File: src/rtl/risc16_reg_file.sv
// -----------------------------------------------------------------------------
// risc16_reg_file
//   General-purpose register file for the mini-RISC16 datapath.
//   Two combinational read ports drive the ALU operand buses, and one
//   synchronous write port takes the writeback result. Register 0 always
//   reads as zero.
//
// Optional build macro:
//   REGFILE_BYPASS_EN - when defined, a write in flight is forwarded
//                       combinationally to any read port addressing the same
//                       (non-zero) register.
//
// Ports:
//   gclk       in   1               system clock, rising-edge active
//   PowerOn    in   1               asynchronous active-low reset
//   AddrReadA  in   REG_ADDR_WIDTH  read port A register index
//   AddrReadB  in   REG_ADDR_WIDTH  read port B register index
//   AddrWrite  in   REG_ADDR_WIDTH  write port register index
//   WriteEn    in   1               1 = write on the next rising gclk
//   Write      in   WORD_WIDTH      write data
//   ReadA      out  WORD_WIDTH      reg[AddrReadA], combinational
//   ReadB      out  WORD_WIDTH      reg[AddrReadB], combinational
// -----------------------------------------------------------------------------
module risc16_reg_file #(
  parameter int WORD_WIDTH     = 16,
  parameter int REG_ADDR_WIDTH = 3
) (
  input  logic                      gclk,
  input  logic                      PowerOn,
  input  logic [REG_ADDR_WIDTH-1:0] AddrReadA,
  input  logic [REG_ADDR_WIDTH-1:0] AddrReadB,
  input  logic [REG_ADDR_WIDTH-1:0] AddrWrite,
  input  logic                      WriteEn,
  input  logic [WORD_WIDTH-1:0]     Write,
  output logic [WORD_WIDTH-1:0]     ReadA,
  output logic [WORD_WIDTH-1:0]     ReadB
);

  localparam int NUM_REGS = 2 ** REG_ADDR_WIDTH;

  logic [WORD_WIDTH-1:0] regs [NUM_REGS];

  // A write strike that actually lands; address 0 is never stored.
  logic writeValid;
  assign writeValid = WriteEn && (AddrWrite != '0);

  // NOTE: this array is built from flops, not a RAM macro, so it can and must
  // be cleared by the asynchronous reset; the core relies on every register
  // reading zero right after power-on.
  always_ff @(posedge gclk or negedge PowerOn) begin
    if (!PowerOn) begin
      for (int i = 0; i < NUM_REGS; i++) begin
        regs[i] <= '0;
      end
    end else if (writeValid) begin
      // NOTE: non-blocking assignment keeps the old contents visible to the
      // combinational read ports until the edge has fully resolved.
      regs[AddrWrite] <= Write;
    end
  end

  // Read ports. Register 0 is forced to zero at the mux rather than trusting
  // the storage, so it stays hard-wired even if reg 0 were ever disturbed.
  always_comb begin
    // NOTE: defaults first so every path assigns both outputs and no latch
    // is inferred.
    ReadA = '0;
    ReadB = '0;

    if (AddrReadA != '0) begin
      ReadA = regs[AddrReadA];
`ifdef REGFILE_BYPASS_EN
      if (writeValid && (AddrReadA == AddrWrite)) begin
        ReadA = Write;
      end
`endif
    end

    if (AddrReadB != '0) begin
      ReadB = regs[AddrReadB];
`ifdef REGFILE_BYPASS_EN
      if (writeValid && (AddrReadB == AddrWrite)) begin
        ReadB = Write;
      end
`endif
    end
  end

endmodule

File: config.mk
export PLATFORM = sky130hd
export DESIGN_NAME = risc16_reg_file
export DESIGN_NICKNAME = d
export VERILOG_FILES = /design/src/rtl/risc16_reg_file.sv
export SDC_FILE = /design/constraint.sdc
export NUM_CORES = 1
export LEC_CHECK = 0
export CELL_PAD_IN_SITES_DETAIL_PLACEMENT = 2
export CELL_PAD_IN_SITES_GLOBAL_PLACEMENT = 2
export CORE_UTILIZATION = 43
export CTS_BUF_LIST = sky130_fd_sc_hd__clkbuf_16
export DETAILED_ROUTE_END_ITERATION = 8
export HOLD_SLACK_MARGIN = 0.03
export PLACE_DENSITY = 0.83
export SLEW_MARGIN = 25
export SYNTH_ARGS = -nofsm -noshare
export SYNTH_HDL_FRONTEND = slang
export SYNTH_SLANG_ARGS = --single-unit
File: constraint.sdc
create_clock -name gclk -period 4.2 [get_ports gclk]
set_input_delay 0.84 -clock gclk [delete_from_list [all_inputs] [get_ports gclk]]
set_output_delay 0.84 -clock gclk [all_outputs]
set_load 0.005 [all_outputs]
=== Yosys cells after proc, flatten, opt, wreduce, memory -nomap -nowiden ===
Index checks and enable logic that the tools add are counted.

* $lt $le $gt $ge: 4
* Muxes and demuxes: 11
* Bitwise logic cells: 3
* Reductions and logical operators: 5

{| class="wikitable"
|+ Operators by type and width
! cell !! count
|-
| 128-bit bitwise mux || 1
|-
| 16-bit two-way mux || 7
|-
| 16-bit binary-select mux with 3-bit select || 2
|-
| 16-bit demux with 3-bit select || 1
|-
| 4-bit greater-or-equal comparator, second input constant || 3
|-
| 3-bit inverter with 4-bit output || 3
|-
| 3-bit nonzero test || 3
|-
| 4-bit by 1-bit less-than comparator with 1-bit output, second input constant || 1
|-
| 1-bit logical AND || 2
|}

* Register bits after elaboration: 128
* Bits of input ports: 28
* Output and inout bits: 32

=== Logic depth before layout (Yosys ltp) ===
* Word-level depth: 6
* Depth in mapped cells: 6
* Mapped depth without buffers: 3

=== Worst setup path after synthesis ===
No wires, ideal clock.

* Kind: in2out
* Start: in AddrReadA[1]
* End: out ReadA[10]
* Arrival: 1.749 ns
* Data required time: 3.360 ns
* Slack: 1.611 ns
* Cell stages on the path: 5
* Buffers on the path: 3
* Cells stage by stage: buf_2 -> and2_1 -> clkbuf_2 -> buf_2 -> a221oi_1

* Word-level cells in the longest chain between the ends: 5
* Elaborated cells between the ends (all ways): 6
* Classes of those cells: 4 x mux; 1 x bitwise; 1 x reduce/logical

{| class="wikitable"
|+ RTL lines
! item !! RTL line !! RTL
|-
| from (decl) || 30 || <nowiki>input logic [REG_ADDR_WIDTH-1:0] AddrReadA,</nowiki>
|-
| 3-bit inverter with 4-bit output (implied by the code) || 71 || <nowiki>ReadA = regs[AddrReadA];</nowiki>
|-
| 16-bit binary-select mux with 3-bit select || 71 ||
|-
| 16-bit two-way mux (implied by the code) (2 in series) || 71 ||
|-
| 16-bit two-way mux * || 70 || <nowiki>if (AddrReadA != '0) begin</nowiki>
|-
| to (decl) || 35 || <nowiki>output logic [WORD_WIDTH-1:0] ReadA,</nowiki>
|}

Mark *: on every way between the ends. The rest lies on a longest branch, timed or not. The select of a mux whose other input is x is not followed.

=== Worst setup path in the final report ===
* Start: in AddrReadA[1]
* End: out ReadA[12]

Same word-level chain as after synthesis.

==> impl_metrics.tcl <==
set metrics [dict create \
    ir_drop_mv 0.2164 \
    wl_met1_um 9031 \
    hold_viol 0 \
    antenna_left 0 \
    die_w_um 122.4 \
    clockBufferDepth 2 \
    synth_warnings 0 \
    grtUsageTotal_pct 28.86 \
    synthCells 458 \
    cts.sinks 112 \
    final_nets 539 \
    cts-root-buf "clkbuf_16" \
    min_period_ns 3.991 \
    setup_viol 0 \
    layout_commonest_cell "mux2_2" \
    power.density_mw_per_mm2 469.3 \
    worstSkewPairLatency_ns 0.36 \
    start_util_pct 44.59 \
    netlist_area_mm2 0.006237 \
    critical_path_required_ns 3.36 \
    core_region_area_mm2 0.01399 \
    multi_input_area_mm2 0.003136 \
    wl_per_cell_um 29.00 \
    crit_type "in2out" \
    period_share_pct 95.01 \
    cts_resized 0 \
    rsz0062_at_grt "no" \
    wl_met2_um 10130 \
    relSlewSlack_pct 39.39 \
    drive_above_1_share_pct 43.80 \
    syn-num-nets 486 \
    hold_path.class "reg2reg" \
    dpl_cell_area_mm2 0.006938 \
    drtIter0Drc 217 \
    cp-startpoint "AddrReadA[1]" \
    antennaDiodeCount 0 \
    grt_antenna_before_repair 0 \
    ios 60 \
    place_congestion 0.7671 \
    top_regs "regs (112)" \
    skew_ns 0 \
    min-delay-start "regs[33]$_DFFE_PN0P_" \
    postLayoutCoreUtil_pct 51.90 \
    via_per_inst 6.184 \
    cp_max_fo 16 \
    arrival_ns 3.15 \
    syn_to_final_growth_pct 16.39 \
    worst_setup_path_end_kind "output port" \
    max_freq_ghz 0.2506 \
    largest_reg_flops 112 \
    rrSetupSlack_ns 3.33 \
    fin_setup_tns_ns 0 \
    dp_hpwl_um 13260 \
    wl_um 20180 \
    die_height_um 122.4 \
    rr_startpoint "regs[78]$_DFFE_PN0P_" \
    synth_seq_cells 112 \
    fp-row-count 43 \
    cts.htree.levels 3 \
    drv_cap 0 \
    top_register "regs" \
    synth_area_per_cell_um2 13.62 \
    grt_pass1_vias 4988 \
    final_cell_mix "156 x mux2_2, 112 x dfrtp_1, 56 x clkdlybuf4s50_1, 47 x a221oi_1, 32 x mux2i_1" \
    power_leakage_nw 3.060 \
    topRoutingLayerUsed "met4" \
    ys_types 26 \
    die_area_mm2 0.01499 \
    grt_pass1_wl_um 31480 \
    crit_path_start_kind "input pin" \
    status "finished, final reports clean" \
    wl_met3_um 529 \
    seq_area_mm2 0.002803 \
    worst_pin_slew_ns 0.9092 \
    grt_max_degree 60 \
    yosysSeqAreaShare_pct 44.93 \
    cts_hold_buf 0 \
    grt_overflow_total 0 \
    fillers 1314 \
    drc 0 \
    port_buffers 59 \
    cts_made_buffers 9 \
    first_pass_iters 4 \
    drv_slew 0 \
    final_area_mm2 0.007259 \
    cts_tree "yes" \
    cts_setup_buffers 0 \
    path_clk_slew_ns 0.07 \
    vias 4304 \
]
-- kinds of logic after synthesis --
logic type | Yosys count | synth area share, %
buffers and inverters | 42 | 4.835
AND/OR/NAND/NOR | 31 | 3.731
multiplexers | 208 | 38.11
flip-flops | 112 | 44.93
AO/OA/AOI/OAI | 65 | 8.385
-- per-stage QoR --
| stage | cells | setup WS, ns | hold WS (ns) | total power, mW |
|---|---|---|---|---|
| 4_1_cts | 696 | 0.1866 | 0.5393 | 3.410 |
| 3_3_place_gp | 680 | 0.06798 | 0.4990 | 2.339 |
| 6_report | 696 | 0.2095 | 0.5370 | 3.407 |
| 3_5_place_dp | 680 | 0.2414 | 0.5161 | 2.438 |
| 2_1_floorplan | 458 | 1.611 | 0.4905 | 2.043 |
| 5_1_grt | 696 | 0.1172 | 0.5582 | 3.539 |
-- path summary, 6_finish.rpt --
check                                        to  cells after the start
min in group asynchronous  regs[33]$_DFFE_PN0P_                      1
min reg2reg                regs[33]$_DFFE_PN0P_                      1
max reg2reg                regs[78]$_DFFE_PN0P_                      1
max in group asynchronous  regs[46]$_DFFE_PN0P_                      2
max                                   ReadA[12]                      4
min                        regs[33]$_DFFE_PN0P_                      1
-- Yosys cell counts --
| master | number | area (um^2) |
|---|---|---|
| mux2i_1 | 32 | 320.3 |
| buf_12 | 2 | 40.04 |
| a31oi_1 | 1 | 6.260 |
| nand4_2 | 1 | 12.51 |
| dfrtp_1 | 112 | 2803 |
| mux2_2 | 156 | 1757 |
| and2_1 | 1 | 6.260 |
| clkbuf_2 | 1 | 5.000 |
| mux2_4 | 20 | 300.3 |
| a21oi_1 | 1 | 5.000 |
| o22ai_1 | 16 | 100.1 |
| nor3_4 | 1 | 16.27 |
| clkbuf_1 | 7 | 26.28 |
| buf_6 | 9 | 101.4 |
| clkbuf_4 | 1 | 7.510 |
| nand2_2 | 1 | 6.260 |
| buf_4 | 5 | 37.54 |
| nor2_1 | 15 | 56.30 |
| nand2_1 | 2 | 7.510 |
| and4bb_1 | 2 | 25.02 |
| nand4b_4 | 3 | 71.32 |
| a221oi_1 | 47 | 411.6 |
| inv_1 | 1 | 3.750 |
| nand2b_1 | 1 | 6.260 |
| buf_2 | 16 | 80.08 |
| nor2b_1 | 4 | 25.02 |
-- cell type report --
type	count	share of cell area (%)
clock buffers	9	3.102
well taps	180	3.102
clock inverters	7	1.327
inverters	1	0.05171
flip-flops and latches	112	38.61
repair buffers	83	10.62
multi-input cells	304	43.19
-- where the power goes --
part | total [mW] | internal, mW | leakage [nW] | switching, mW
Clock | 0.960 | 0.524 | 0.148 | 0.436
Sequential | 1.53 | 1.32 | 1.34 | 0.213
Combinational | 0.918 | 0.539 | 1.57 | 0.379
Total | 3.41 | 2.38 | 3.06 | 1.03
-- layer usage --
layer  GRT usage (%)  vias to the layer above
met3           3.857                       39
met4           10.29                        0
met2           49.30                      105
met5               0                        -
met1           37.32                     2297
li1                -                     1863
-- worst max-delay path, cell delays in order --
cell and delay (ns):
clkdlybuf4s50_1 0.70, and2_1 0.79, a221oi_1 0.29, clkdlybuf4s50_1 0.52
No activity file was read; power rests on OpenSTA's default activity.
